$ cat config.mk
export PLATFORM = sky130hd
export DESIGN_NAME = branch_target_predictor
export DESIGN_NICKNAME = d
export VERILOG_FILES = /design/src/rtl/branch_target_predictor.sv
export SDC_FILE = /design/constraint.sdc
export NUM_CORES = 1
export LEC_CHECK = 0
export ABC_CLOCK_PERIOD_IN_PS = 4600
export CAP_MARGIN = 40
export CELL_PAD_IN_SITES_DETAIL_PLACEMENT = 0
export CELL_PAD_IN_SITES_GLOBAL_PLACEMENT = 1
export CORE_MARGIN = 2
export CORE_UTILIZATION = 50
export CTS_CLUSTER_DIAMETER = 50
export DETAILED_ROUTE_END_ITERATION = 8
export GPL_ROUTABILITY_DRIVEN = 0
export GPL_TIMING_DRIVEN = 0
export PLACE_DENSITY = 0.85
export SYNTH_ARGS = -nofsm -noshare
export SYNTH_HDL_FRONTEND = slang
export SYNTH_SLANG_ARGS = --single-unit
export TNS_END_PERCENT = 1
$ cat constraint.sdc
create_clock -name clk -period 4.6 [get_ports clk]
set_input_delay 0.92 -clock clk [delete_from_list [all_inputs] [get_ports clk]]
set_output_delay 0.92 -clock clk [all_outputs]
set_load 0.005 [all_outputs]
$ cat src/rtl/branch_target_predictor.sv
// Direct-mapped branch target buffer with a 2-bit saturating direction counter per entry.
// Lookup is combinational from registered state; resolves update the table on the clock edge.
module branch_target_predictor #(
  parameter int ENTRIES = 8
) (
  input  logic        clk,
  input  logic        reset_n,
  input  logic [15:0] fetch_pc,
  output logic [15:0] predict_target,
  output logic        speculatively_taken,
  output logic        branch_predictor_taken_and_btb_valid,
  input  logic        res_valid,
  input  logic [15:0] res_pc,
  input  logic        res_taken,
  input  logic [15:0] res_target,
  input  logic        res_require_reset,
  output logic        incorrect_target,
  output logic [15:0] mispredict_count
);

  localparam int IW = $clog2(ENTRIES);
  localparam int TW = 15 - IW;

  logic [ENTRIES-1:0] valid_q, valid_d;
  logic [TW-1:0]      tag_q    [ENTRIES];
  logic [TW-1:0]      tag_d    [ENTRIES];
  logic [15:0]        target_q [ENTRIES];
  logic [15:0]        target_d [ENTRIES];
  logic [1:0]         ctr_q    [ENTRIES];
  logic [1:0]         ctr_d    [ENTRIES];
  logic [15:0]        count_q, count_d;

  logic [IW-1:0] fetch_idx, res_idx;
  logic [TW-1:0] fetch_tag, res_tag;
  logic          fetch_hit, res_hit;
  logic          unused_pc_lsb;

  // Bit 0 of a PC is always zero for word-aligned instructions.
  assign unused_pc_lsb = fetch_pc[0] ^ res_pc[0];

  assign fetch_idx = fetch_pc[IW:1];
  assign fetch_tag = fetch_pc[15:IW+1];
  assign res_idx   = res_pc[IW:1];
  assign res_tag   = res_pc[15:IW+1];

  assign fetch_hit = valid_q[fetch_idx] && (tag_q[fetch_idx] == fetch_tag);
  assign res_hit   = valid_q[res_idx] && (tag_q[res_idx] == res_tag);

  // Target is driven even on a miss; consumers qualify it with speculatively_taken.
  assign predict_target                       = target_q[fetch_idx];
  assign speculatively_taken                  = fetch_hit && ctr_q[fetch_idx][1];
  assign branch_predictor_taken_and_btb_valid = speculatively_taken;
  assign incorrect_target = res_valid && res_hit && res_taken &&
                            (target_q[res_idx] != res_target);
  assign mispredict_count = count_q;

  always_comb begin
    valid_d  = valid_q;
    tag_d    = tag_q;
    target_d = target_q;
    ctr_d    = ctr_q;
    if (res_valid) begin
      if (res_taken) begin
        if (res_hit) begin
          if (ctr_q[res_idx] != 2'b11) begin
            ctr_d[res_idx] = ctr_q[res_idx] + 2'b01;
          end
          target_d[res_idx] = res_target;
        end else begin
          valid_d[res_idx]  = 1'b1;
          tag_d[res_idx]    = res_tag;
          target_d[res_idx] = res_target;
          ctr_d[res_idx]    = 2'b10;
        end
      end else if (res_hit && (ctr_q[res_idx] != 2'b00)) begin
        ctr_d[res_idx] = ctr_q[res_idx] - 2'b01;
      end
    end
  end

  always_comb begin
    count_d = count_q;
    if (res_valid && res_require_reset && (count_q != 16'hFFFF)) begin
      count_d = count_q + 16'd1;
    end
  end

  always_ff @(posedge clk or negedge reset_n) begin
    if (!reset_n) begin
      valid_q <= '0;
      count_q <= '0;
      for (int i = 0; i < ENTRIES; i++) begin
        tag_q[i]    <= '0;
        target_q[i] <= '0;
        ctr_q[i]    <= 2'b01;
      end
    end else begin
      valid_q  <= valid_d;
      tag_q    <= tag_d;
      target_q <= target_d;
      ctr_q    <= ctr_d;
      count_q  <= count_d;
    end
  end

endmodule

==> After elaboration in Yosys (flattened, before gate mapping) <==
Cells that the tools add are included.
{ "totals": {"reg_bits": 264, "in_bits": 53} }
{ "op_classes": {"addsub": 3, "order_cmp": 6, "n_eq_ne": 6, "mux": 38, "bitwise": 7, "reduce_logical": 16} }
{ "ops": {"columns": ["cell", "n"], "rows": [
  ["two-way mux 16 bit", 9],
  ["bitwise mux 128 bit", 1],
  ["binary-select mux 16 bit (select 3 bit)", 2],
  ["bitwise mux 96 bit", 1],
  ["binary-select mux 12 bit (select 3 bit)", 2],
  ["two-way mux 12 bit", 5],
  ["demux 16 bit (select 3 bit)", 1],
  ["demux 12 bit (select 3 bit)", 1],
  ["bitwise mux 16 bit", 2],
  ["equality test 12 bit", 2],
  ["adder 16 x 1 -> 16 bit (second input constant)", 1],
  ["!= test 16 bit", 1],
  ["!= test 16 bit (second input constant)", 1],
  ["OR 8 bit", 2],
  ["binary-select mux 2 bit (select 3 bit)", 2],
  ["logical AND 1 bit", 11],
  ["two-way mux 2 bit", 5],
  ["bitwise AND 8 bit", 1],
  [">= comparator 4 bit (second input constant)", 2],
  ["< comparator 3 x 4 -> 1 bit (second input constant)", 2],
  ["inverter 3 -> 4 bit", 2],
  ["inverter 8 bit", 1],
  ["binary-select mux 1 bit (select 3 bit)", 2],
  ["demux 2 bit (select 3 bit)", 1],
  ["other kinds (12)", 16]
]} }

==> Depth between registers and ports, before layout <==
Gate-level depths: netlist of the first run.
{ "depth": {"word_depth": 9, "mapped_depth": 15, "depth_no_buf": 10} }

==> Worst setup path after synthesis of the first run <==
Ideal clock, no wire load.
{ "synth_timing": {"path_kind": "input-to-output", "start": "in fetch_pc[1]", "end": "out speculatively_taken", "t_arrival_ns": 3.505, "required_time_ns": 3.680, "slack_ns": 0.175, "cell_stages": 8, "n_path_buf": 3, "path_cell_list": "clkbuf_1 -> buf_1 -> mux4_2 -> mux2i_1 -> xor2_1 -> nand4_1 -> nor4_1 -> buf_4"} }
{ "synth_via": {"elab_chain_len": 7, "word_cells_on_any_way": 12} }
{ "synth_lines": {"columns": ["element", "line", "text"], "rows": [
  ["start, declared", "8", "input logic [15:0] fetch_pc,"],
  ["inverter 3 -> 4 bit (implied by the code)", "46, 51", null],
  ["binary-select mux 12 bit (select 3 bit)", "46", "assign fetch_hit = valid_q[fetch_idx] && (tag_q[fetch_idx] == fetch_tag);"],
  ["two-way mux 12 bit (implied by the code) (2 in a row)", "46", null],
  ["equality test 12 bit", "46", null],
  ["logical AND 1 bit", "46", null],
  ["logical AND 1 bit (*)", "51", "assign speculatively_taken = fetch_hit && ctr_q[fetch_idx][1];"],
  ["end, declared", "10", "output logic speculatively_taken,"]
]} }
Mark *: on every way between the ends. The rest lies on a longest branch, timed or not. The select of a mux whose other input is x is not followed.

==> Final worst setup path of the first run <==
{ "layout_timing": {"start": "in res_pc[3]", "end": "out incorrect_target"} }
{ "layout_via": {"elab_chain_len": 9, "word_cells_on_any_way": 15} }
{ "layout_lines": {"columns": ["element", "line", "text"], "rows": [
  ["start, declared", "13", "input logic [15:0] res_pc,"],
  ["inverter 3 -> 4 bit (implied by the code)", "47, 54", null],
  ["binary-select mux 12 bit (select 3 bit)", "47", "assign res_hit = valid_q[res_idx] && (tag_q[res_idx] == res_tag);"],
  ["two-way mux 12 bit (implied by the code) (2 in a row)", "47", null],
  ["equality test 12 bit", "47", null],
  ["logical AND 1 bit", "47", null],
  ["logical AND 1 bit (2 in a row)", "53", "assign incorrect_target = res_valid && res_hit && res_taken &&"],
  ["logical AND 1 bit (*)", "53", null],
  ["end, declared", "17", "output logic incorrect_target,"]
]} }
Marks and branches as above.

==> impl_results.md, run 1 <==
* Status: finished clean
* Worst path depth at 14
* Commonest cells after routing, fill and taps aside: dfrtp_1 (256), mux2_2 (249), mux4_2 (60)
* Gate family responsible for the most delay along the worst path: simple AND/OR/NAND/NOR gates
* Final setup fails at 0
* Synth top area cells: dfrtp_1 (45%), mux2_2 (20%), mux4_2 (9.4%)
* Ys Warns at 0
* Buffers on Ports at 54
* Startpoint Class: input port
* Residual DRC at 0
* Final WL at 39.2 mm
* Min cycle time layout at 4.55 ns
* Syn Area/Cell at 13.8 um^2
* Crit. End Element: output port
* Initial Utilization at 0.505
* Hold Buf Count CTS at 0
* First-pass GRT wire length at 60.6 mm
* Via density at 6.27
* Overflow after GRT at 0
* Top-area cell type share of the netlist area at 0.446
* Worst Max-Slew Pin Slew at 0.972 ns
* Worst-path cell chain: buf_4 > buf_12 > buf_8 > clkbuf_8 > and3b_1 > buf_6 > a22o_1 > a221oi_2 > nand3_1 > xnor2_2 > nand4_1 > nor4_2 > a211oi_2 > buf_2
* Final Non-Filler Cells at 1567
* Crit path launch: res_pc[3]
* Clk slew on worst S/H paths at 0.06 ns
* Crit path to: incorrect_target
* Fin Clk Skew at 0.0199 ns
* Dpl hpwl at 26.2 mm
* Routed Antenna Nets at 0
* Post-synthesis cell area at 14400 um^2
* HP Class: in -> async
* Row Count at 62
* Largest area contributor in the netlist: dfrtp_1
* Distinct cells, synth at 64
* DR iter-0 viols at 800
* DR WL/cell at 25.0 um
* Critical path required time at 3.68 ns
* Pwr Total at 7.70 mW
* Vias after detailed routing at 9822
* Fmax at 220 MHz
* Top FF cell, synth: dfrtp_1
* DR pass1 iterations at 5
* Final slew viol count at 0
* CTS buffer count at 34
* Max stage delay on crit path at 0.40 ns
* Post-synth EDFFs at 0
* Reg2Reg Depth at 8
* IO Pins at 88
* Share of layout cells above drive strength 1 at 0.409
* R2r startpoint: tag_q[38]$_DFFE_PN0P_
* CP bufs+invs at 6
* Filler Cell Count at 2212
* TritonCTS clock tree: done
* Flop2flop setup slack at 1.21 ns
* Crit Path Category: in -> out
* Critical path's slowest cell: nor4_2
* Placed cell count at 1500
* Worst Setup Slack post-DPL at -1.67 ns
* Clk Latency, worst-skew pair at 0.51 ns
* Initial antenna violation count at 0
* # nets final at 1214
* Final critical-path setup slack at 0.0539 ns
* Final period utilization at 0.988
* H-tree Lvls at 2
* Worst-path maximum fanout at 10
* CTS sink cnt at 264
* Unrepaired setup endpoints after global routing: yes
* Synthesis-stage register bit count at 264
* Synth async-reset ratio at 1.00
* Max Cap Viol at 0
* Final count of hold timing violations at 0
* Slew Limit Headroom at 0.350
* DIE AREA at 30100 um^2
* Clock Path Buffers at 3
* Clock root buffer: clkbuf_16
* PD cells at 451 nW/um^2
* Layout area overhead at 18.7%
* Synth Instances at 1045
* Leak at 7.11 nW
* CP arrival at 3.63 ns
* Number of global-route vias before repair at 10.2k
* Chip width at 174 um
* Die height at 174 um
* Core box area at 28500 um^2
* Mapped Nets at 1101
* Share of the yosys chip area belonging to registers at 0.460
* GRT Util Overall at 0.262
* Worst R2R End: tag_q[58]$_DFFE_PN0P_
* Maximum vdd drop at 0.000273 V
* Largest net degree at the start of global routing at 101
* Commonest non-fill, non-tap cell in the layout: dfrtp_1
-- flip-flops by register name, indices dropped and copies added (netlist names) --
| name | flops |
|---|---|
| mispredict_count | 16 |
| valid_q | 8 |
| target_q | 128 |
| ctr_q | 16 |
| tag_q | 96 |
-- power breakdown --
part           internal (mW)  switching, mW
Combinational           1.10          0.705
Clock                   1.54           1.02
Sequential              2.89          0.443
-- cells in the mapped netlist, types with 11 or more instances --
master	n
a22oi_1	24
clkbuf_1	50
nand3_1	15
a221oi_1	11
nand2_1	20
dfrtp_1	256
mux4_1	15
mux4_2	60
nand4_1	12
mux2i_1	40
nor2_1	19
xnor2_1	29
a22o_1	14
xor2_1	25
buf_1	29
and3_1	11
mux2_2	249
-- cell type report --
type	instances	area, um^2	share of cell area
Antenna cell	1	2.50	0.000147
Buffer	99	653	0.0383
Clock buffer	50	982	0.0575
Clock inverter	10	92.6	0.00542
Inverter	5	18.8	0.00110
Multi-Input combinational cell	676	7410	0.434
Sequential cell	264	6620	0.388
Tap cell	384	480	0.0281
Timing Repair Buffer	78	813	0.0476
-- cell families after synthesis --
| logic type | share of synthesized area |
|---|---|
| multiplexers | 0.359 |
| AND/OR/NAND/NOR | 0.0598 |
| flip-flops | 0.460 |
| buffers and inverters | 0.0333 |
| XOR/XNOR | 0.0329 |
| AO/OA/AOI/OAI | 0.0519 |
| adder cells (fa/ha/maj) | 0.00261 |
-- per-layer routing --
layer  vias up  GRT usage  share of wire
met1      5122      0.367           0.43
met5         -          0              0
met2       394      0.416           0.47
li1       4209          -              -
met3        97     0.0379          0.059
met4         0      0.103          0.037
-- what timing repair did --
item                       in CTS  in global routing
setup endpoints to repair      35                  3
resized for setup              99                  9
pin swaps                      12                  8
setup buffers                   5                  2
-- through the flow --
step	TNS, ns	util	hold WS (ns)	cell area [um^2]
2_1_floorplan	0	-	0.450	14400
3_3_place_gp	-2344.69	0.541	0.475	15400
3_5_place_dp	-49.45	0.549	0.477	15600
4_1_cts	0	0.598	0.389	17000
5_1_grt	-0.119	0.599	0.408	17100
6_report	0	0.600	0.367	17100
-- worst min path at each step --
stage,depth (start not counted),slack [ns],to
finish,1,0.37,target_q[118]$_DFFE_PN0P_
global route,1,0.41,target_q[118]$_DFFE_PN0P_
CTS,1,0.39,target_q[118]$_DFFE_PN0P_
detailed placement,1,0.48,mispredict_count[9]$_DFFE_PN0P_
global placement,1,0.47,mispredict_count[9]$_DFFE_PN0P_
floorplan,1,0.45,valid_q[5]$_DFFE_PN0P_
Note: power is estimated with default switching activity, not from simulation.
==> run 2: changes to the inputs <==
Settings changed: CORE_ASPECT_RATIO set to 1.1.
==> impl_results.md, run 2 (synthesis gave the netlist of run 1 again) <==
* Status: finished clean
* Final WL at 39.2 mm
* TritonCTS clock tree: done
* Maximum vdd drop at 0.000321 V
* DR iter-0 viols at 794
* Max reg flops at 128
* Critical path required time at 3.68 ns
* Crit. End Element: output port
* Via density at 6.37
* Leak at 7.12 nW
* Final slew viol count at 0
* Startpoint Class: input port
* Final critical-path setup slack at 0.0166 ns
* Sw Ratio at 0.276
* Worst Setup Slack post-DPL at -1.71 ns
* Final Non-Filler Cells at 1546
* Pwr Total at 7.87 mW
* Crit Path Category: in -> out
* Logic pwr share at 0.231
* Unrepaired setup endpoints after global routing: yes
* IO Pins at 88
* Die height at 182 um
* Switch Pwr at 2.17 mW
* Largest net degree at the start of global routing at 113
* Overflow after GRT at 0
* # nets final at 1211
* Critical path's slowest cell: clkdlybuf4s50_1
* Clock root buffer: clkbuf_16
* CTS sink cnt at 264
* Commonest non-fill, non-tap cell in the layout: dfrtp_1
* Final core occ at 0.600
* Largest regs: target_q (128), tag_q (96)
* Clk slew on worst S/H paths at 0.06 ns
* Routed Antenna Nets at 0
* DR WL/cell at 25.3 um
* Share of layout cells above drive strength 1 at 0.411
* Row Count at 65
* Initial Utilization at 0.505
* Number of global-route vias before repair at 10.2k
* Final count of hold timing violations at 0
* Crit path launch: fetch_pc[1]
* Worst Max-Slew Pin Slew at 0.936 ns
* H-tree Lvls at 2
* Clock Path Buffers at 3
* Worst-path cell chain: clkbuf_4 > buf_8 > mux4_2 > mux2i_4 > xnor2_2 > nor4_4 > nand4_1 > nor4_4 > clkdlybuf4s50_1
* Fin Clk Skew at 0.0285 ns
* Vias after detailed routing at 9848
* Filler Cell Count at 2263
* Max stage delay on crit path at 0.56 ns
* Initial antenna violation count at 1
* HP Class: in -> async
* Most flops, register: target_q
* Clk Latency, worst-skew pair at 0.51 ns
* Final setup fails at 0
* First-pass GRT wire length at 60.6 mm
* Core box area at 28500 um^2
* R2r startpoint: tag_q[30]$_DFFE_PN0P_
* GRT met1 Usage at 0.339
* Flop2flop setup slack at 1.43 ns
* Worst-path maximum fanout at 6
* DIE AREA at 30100 um^2
* Gr busiest metal: met2
* Placed cell count at 1481
* Slew Limit Headroom at 0.376
* Worst R2R End: valid_q[3]$_DFFE_PN0P_
* GRT Util Overall at 0.260
* GR Util met3 at 0.0578
* Reg2Reg Depth at 10
* Pint at 5.70 mW
* Max Cap Viol at 0
* Layout area overhead at 18.9%
* GR Layer Usage met2 at 0.423
* Design Area, Final at 17100 um^2
* CP arrival at 3.66 ns
* Sum Neg Setup Slack at 0 ns
* Chip width at 166 um
* CTS buffer count at 34
* Min cycle time layout at 4.58 ns
* DR pass1 iterations at 6
* Hold Buf Count CTS at 0
* Hold_ws at 0.301 ns
* Placed cell area at 15600 um^2
* Commonest cells after routing, fill and taps aside: dfrtp_1 (256), mux2_2 (249), mux4_2 (60)
* Buffers on Ports at 54
* Share of total power in sequential cells at 0.423
* Clock power frac at 0.346
* Final period utilization at 0.996
* Dpl hpwl at 25.8 mm
* Residual DRC at 0
* PD cells at 460 nW/um^2
* CP most frequent cell: nor4_4
* Fmax at 218 MHz
[run 2: changes by cell type in the layout (fill, tap and decap cells not counted), sizes merged]
cell    delta
buf        -4
bufinv     +3
clkbuf     -4
clkinv     -2
inv        +2
[run 2: area by class of cell]
| type | instances | area [um^2] | share of cell area |
|---|---|---|---|
| well taps | 368 | 460 | 0.0269 |
| clock buffers | 45 | 963 | 0.0564 |
| repair buffers | 76 | 788 | 0.0461 |
| flip-flops and latches | 264 | 6620 | 0.387 |
| inverters | 5 | 18.8 | 0.00110 |
| diodes | 1 | 2.50 | 0.000146 |
| plain buffers | 98 | 611 | 0.0357 |
| clock inverters | 13 | 189 | 0.0111 |
| multi-input cells | 676 | 7440 | 0.435 |
[run 2: worst max path at each step]
stage,slack (ns),end,cells after the start
2_1_floorplan,0.17,speculatively_taken,8
3_3_place_gp,-8.71,tag_q[77]$_DFFE_PN0P_,1
3_5_place_dp,-1.71,incorrect_target,13
4_1_cts,-0.06,incorrect_target,13
5_1_grt,-0.05,speculatively_taken,9
6_report,0.02,speculatively_taken,9
[run 2: per-layer routing]
layer,share of wire,up-vias
li1,-,4198
met1,0.41,5132
met2,0.48,405
met3,0.070,113
met4,0.040,0
met5,0,-
[run 2: critical path: cells and delay by family]
kind	cells	cell delay, ns
and+or+nand+nor	3	1.03
buffers and inverters	3	0.89
muxes	2	0.71
xor gates and xnor gates	1	0.10
[run 2: repair_timing]
action / CTS / global route
setup buffers: 4 / 4
pin swaps: 11 / 7
endpoints found under the setup margin: 35 / 3
cloned: 0 / 0
gates resized for setup: 95 / 12
[run 2: power by group through the flow]
stage	clock, mW	sequential (mW)	combinational, mW
floorplan	0	3.20	1.27
global placement	0	3.32	1.68
detailed placement	0	3.35	1.74
CTS	2.76	3.31	1.81
global route	2.87	3.39	1.96
finish	2.72	3.33	1.81
==> run 3: changes to the inputs <==
Settings changed: CTS_CLUSTER_DIAMETER 50 to 200, RECOVER_POWER set to 25.
==> impl_results.md, run 3 (synthesis gave the netlist of run 1 again) <==
* Startpoint Class: input port
* IO Pins at 88
* Min cycle time layout at 4.59 ns
* Core box area at 28500 um^2
* Slew Limit Headroom at -0.834
* Fin Clk Skew at 0.0121 ns
* Worst Setup Slack post-DPL at -1.71 ns
* Chip width at 166 um
* Number of diodes at 0
* Final critical-path setup slack at 0.0138 ns
* Row Count at 65
* Routed Antenna Nets at 0
* Final period utilization at 0.997
* Final WL at 38.8 mm
* Gate family responsible for the most delay along the worst path: simple AND/OR/NAND/NOR gates
* Logic pwr share at 0.239
* GRT Util Overall at 0.257
* Status: finished with violations
* Residual DRC at 0
* Worst-path maximum fanout at 6
* Commonest cells after routing, fill and taps aside: dfrtp_1 (256), mux2_2 (249), mux4_2 (60)
* Final Non-Filler Cells at 1539
* Critical path required time at 3.68 ns
* Overflow after GRT at 0
* Final setup fails at 0
* Worst path depth at 9
* Worst Max-Slew Pin Slew at 2.75 ns
* Crit. End Element: output port
* Worst-path cell chain: clkbuf_4 > buf_8 > mux4_2 > mux2i_4 > xnor2_2 > nor4_4 > nand4_1 > nor4_4 > clkdlybuf4s50_1
* CP arrival at 3.67 ns
* Dpl hpwl at 25.8 mm
* DR pass1 iterations at 5
* Final count of hold timing violations at 0
* Failing checks: max-capacitance violations, max-slew violations
* Crit Path Category: in -> out
* Final slew viol count at 44
* Hold_ws at 0.490 ns
* PD cells at 448 nW/um^2
* CP most frequent cell: nor4_4
* Maximum vdd drop at 0.000327 V
* Fmax at 218 MHz
* # nets final at 1204
* Max reg flops at 128
* Commonest non-fill, non-tap cell in the layout: dfrtp_1
* Critical path's slowest cell: clkdlybuf4s50_1
* Share of total power in sequential cells at 0.438
* DIE AREA at 30100 um^2
* CTS sink cnt at 264
* Clock Path Buffers at 3
* DR iter-0 viols at 769
* Switch Pwr at 2.13 mW
* Pint at 5.46 mW
* Buffers on Ports at 54
* Placed cell count at 1481
* Design Area, Final at 16900 um^2
* Max stage delay on crit path at 0.56 ns
* Clock root buffer: clkbuf_16
* Clock power frac at 0.324
* Number of global-route vias before repair at 10.1k
* Initial antenna violation count at 0
* Die height at 182 um
* HP Class: reg -> reg
* H-tree Lvls at 1
* Reg2Reg Depth at 10
* Layout area overhead at 17.9%
* Sw Ratio at 0.280
* Via density at 6.31
* CTS buffer count at 29
* Pwr Total at 7.59 mW
* Worst hold stages at 1
* Initial Utilization at 0.505
* Leak at 7.06 nW
* Vias after detailed routing at 9718
* Largest regs: target_q (128), tag_q (96)
* TritonCTS clock tree: done
* Clk Latency, worst-skew pair at 0.57 ns
* Largest net degree at the start of global routing at 113
* Max Cap Viol at 1
* Unrepaired setup endpoints after global routing: yes
* Clk slew on worst S/H paths at 0.06 ns
* DR WL/cell at 25.2 um
* Most flops, register: target_q
* First-pass GRT wire length at 60.3 mm
* Share of layout cells above drive strength 1 at 0.413
* CP bufs+invs at 3
* Placed cell area at 15600 um^2
## run 3: cell types whose count changed in the layout (fill, tap and decap cells not counted), moves of 2 or more
cell,change
clkbuf_16,-6
clkbuf_8,+5
clkinv_2,+4
clkbuf_1,-3
buf_4,-2
buf_8,-2
clkinv_4,-2
inv_6,-2
## run 3: layer usage
metal / global-route usage / share of wire
met1: 0.345 / 0.41
met2: 0.433 / 0.49
met3: 0.0447 / 0.068
met4: 0.0748 / 0.027
met5: 0 / 0
## run 3: what timing repair did
| item | CTS | global route |
|---|---|---|
| pin swaps | 11 | 6 |
| gates resized for setup | 101 | 14 |
| hold buffers | 0 | 0 |
| setup buffers | 5 | 1 |
| endpoints found under the setup margin | 35 | 3 |
## run 3: power by group through the flow
| stage | Combinational (mW) | Clock (mW) | Sequential, mW |
|---|---|---|---|
| 6_report | 1.81 | 2.46 | 3.32 |
| 5_1_grt | 1.96 | 2.60 | 3.39 |
| 4_1_cts | 1.81 | 2.48 | 3.31 |
| 3_5_place_dp | 1.74 | 0 | 3.35 |
| 3_3_place_gp | 1.68 | 0 | 3.32 |
| 2_1_floorplan | 1.27 | 0 | 3.20 |
## run 3: worst register-to-register path, delay by kind of cell (launching register included)
family / cells / cell delay, ns
and+or+nand+nor: 5 / 1.22
muxes: 2 / 0.68
DFF: 1 / 0.40
buffers and inverters: 2 / 0.40
xor gates and xnor gates: 1 / 0.35
## run 3: area by class of cell
type                       count  area (um^2)
buffer                        98          612
tap                          368          460
clock inverter                13          160
multi-input combinational    676         7460
clock buffer                  41          861
sequential                   264         6620
fill                        2291        11500
timing repair buffer          74          762
inverter                       5         18.8
## run 3: path summary, 6_finish.rpt
check,from,end,slack [ns]
max,fetch_pc[1],speculatively_taken,0.01
min in group asynchronous,reset_n,target_q[107]$_DFFE_PN0P_,1.23
min,mispredict_count[11]$_DFFE_PN0P_,mispredict_count[11]$_DFFE_PN0P_,0.49
max in group asynchronous,reset_n,target_q[63]$_DFFE_PN0P_,1.80
min reg2reg,mispredict_count[11]$_DFFE_PN0P_,mispredict_count[11]$_DFFE_PN0P_,0.49
max reg2reg,tag_q[29]$_DFFE_PN0P_,valid_q[3]$_DFFE_PN0P_,1.44
## run 3: through the flow
step / util / setup TNS [ns]
finish: 0.595 / 0
global route: 0.595 / -0.0993
CTS: 0.594 / -0.0555
detailed placement: 0.547 / -41.56
global placement: 0.540 / -2344.05
floorplan: - / 0
==> RTL edit: new RTL, settings of run 2 <==
Change the parameter `ENTRIES` from 8 to 16.
--- a/src/rtl/branch_target_predictor.sv
+++ b/src/rtl/branch_target_predictor.sv
@@ -1,7 +1,7 @@
 // Direct-mapped branch target buffer with a 2-bit saturating direction counter per entry.
 // Lookup is combinational from registered state; resolves update the table on the clock edge.
 module branch_target_predictor #(
-  parameter int ENTRIES = 8
+  parameter int ENTRIES = 16
 ) (
   input  logic        clk,
   input  logic        reset_n,
Function: not settled (the Yosys comparison gave no result); the edit may change what the design does.
==> RTL edit against run 2 <==
The flow now finishes with violations (negative setup slack). Highest routed layer unchanged. Synthesized area grew 86%. First-iteration DRC count grew 120%. Setup slack lost 0.12 ns. Worst hold slack lost 0.044 ns. Wire length grew 100%. Sequential share of layout area grew 0.14 points. Largest cell class unchanged. Sequential cell count grew 232. Power grew 78%. Final area grew 87%. Critical path depth grew 4.
==> RTL edit: results (changes against run 2) <==
finish:
  design_area_sq_um: 32000  # +87%
  fin_nets: 1995  # +65%
  nFillCells: 3884  # +72%
  reg.largest.list: "target_q x256, tag_q x176, ctr_q x32"
  drive_gt1_frac: 0.532  # +0.121
  diodes: 0  # -1
cts:
  clk_pin_slew_worst_paths_ns: 0.06  # about the same
  clockBufferDepth: 3  # unchanged
  cts-buffers-inserted: 57  # +68%
  insertion_delay_ns: 0.63  # +0.12 ns
worst_setup_path:
  crit_slowest_cell: "mux4_2"
  cp_max_fo: 5  # -1
  slowest_delay_ns: 0.49  # -0.07 ns
  critPathTopFamily: "multiplexers"
  arrival_ns: 3.79  # +0.13 ns
global_route:
  grt_util_met1: 0.371  # +0.0320
  grt_pass1_wl_mm: 119  # +96%
  grt_pass1_vias: 18700  # +83%
  met2_usage: 0.481  # +0.0582
  grt_start_max_net_pins: 124  # +9.7%
  use_met3: 0.0614  # +0.00366
  grt_usage: 0.293  # +0.0328
  antenna_found_initial: 1  # unchanged
logic_synthesis:
  ys_seq_area_frac: 0.465  # +0.00508
  ys_warn_count: 0  # unchanged
  ys_types: 54  # -16%
  synth_commonest_cells: "dfrtp_1 (480), mux2_2 (463), mux4_2 (271), clkbuf_1 (80), nand2_1 (44)"
  synthArstFlopShare: 1.00  # unchanged
  synthesis.nets: 1779  # +62%
  synthTopCellsByArea: "dfrtp_1 (45%), mux4_2 (23%), mux2_2 (20%)"
outcome:
  status: "complete, but fails checks"
  violations: "negative setup slack"
placement:
  postPlaceCellArea_sq_um: 29000  # +86%
  io_buffers: 71  # +31%
  post-dp-hpwl_mm: 56.3  # +120%
  place_ws_ns: -2.48  # -0.769 ns
drt:
  drtIter0Drc: 1773  # +120%
  first_pass_iters: 5  # -1
  wl_mm: 80.1  # +100%
  vias: 17800  # +81%
power_and_ir_drop:
  ir_drop_uv: 327  # +1.8%
  p_leak_uw: 0.0135  # +90%
timing:
  slew_headroom: 0.351  # -0.0253
  setup_viol: 2  # +2
  skew_ns: 0.0360  # +0.00749 ns
  finalWorstSetupSlack_ns: -0.108  # -0.124 ns
hold_path:
  hold_class: "in2async"
RTL edit: changes by cell type after synthesis, moves of 15 or more:
cell and delta:
a22oi_1 -21, nand2_1 +24, dfrtp_1 +224, mux4_2 +211, nand2b_1 +21, clkbuf_1 +30
buf_2 +26, mux4_1 -15, mux2_2 +214, inv_1 +15, nor2_1 +15
RTL edit: worst reg2reg max path: cells and delay by family, from the launching register on:
kind	cells	cell delay, ns
adders and majority gates	1	0.18
AOI/OAI and AO/OA	2	0.59
and+or+nand+nor	3	1.28
buffers and inverters	1	0.05
DFF	1	0.53
muxes	3	0.93
RTL edit: path summary, 6_finish.rpt:
| check | depth (start not counted) | from | slack (ns) | end |
|---|---|---|---|---|
| max in group asynchronous | 4 | reset_n | 2.47 | tag_q[54] |
| setup / recovery | 13 | res_pc[1] | -0.11 | incorrect_target |
| min in group clk | 1 | valid_q[5] | 0.49 | valid_q[5] |
| hold / removal | 1 | reset_n | 0.26 | target_q[150] |
| hold reg to reg | 1 | valid_q[5] | 0.49 | valid_q[5] |
| setup reg to reg | 10 | ctr_q[26] | 0.93 | ctr_q[13] |
RTL edit: cell type report:
cell class	count	share of cell area
inverter	21	0.00246
multi-input combinational	1054	0.428
clock buffer	77	0.0504
clock inverter	27	0.0133
tap	675	0.0264
sequential	496	0.389
timing repair buffer	158	0.0559
buffer	151	0.0353
RTL edit: where the power goes:
group / switching, uW / internal (uW) / total (uW)
Combinational: 1220 / 1950 / 3170
Clock: 1900 / 2970 / 4870
Sequential: 676 / 5270 / 5950
Total: 3790 / 10200 / 14000
RTL edit: layer usage:
metal	part of all wire	wire (microns)
met1	0.38	30500
met2	0.49	39300
met3	0.072	5770
met4	0.056	4490
met5	0	0
RTL edit: logic make-up after synthesis:
kind of cell,share of synthesized area
AOI/OAI and AO/OA,0.0202
muxes,0.435
DFF,0.465
adders and majority gates,0.00141
buffers and inverters,0.0292
xor gates and xnor gates,0.0170
and+or+nand+nor,0.0313
RTL edit: metrics by stage:
stage / setup TNS (ns) / instances / total power, uW / hold slack (ns)
3_3_place_gp: -9439.19 / 2469 / 8780 / 0.475
2_1_floorplan: 0 / 1723 / 7940 / 0.451
4_1_cts: -0.253 / 2656 / 14000 / 0.271
3_5_place_dp: -195.31 / 2525 / 9000 / 0.479
5_1_grt: -0.237 / 2659 / 14500 / 0.289
6_report: -0.179 / 2659 / 14000 / 0.258
RTL edit: timing repair:
item,4_1_cts,5_1_grt
hold buffers,0,0
gates resized for setup,163,44
setup buffers,26,2
setup endpoints to repair,89,15
pin swaps,12,12
gates cloned,1,2
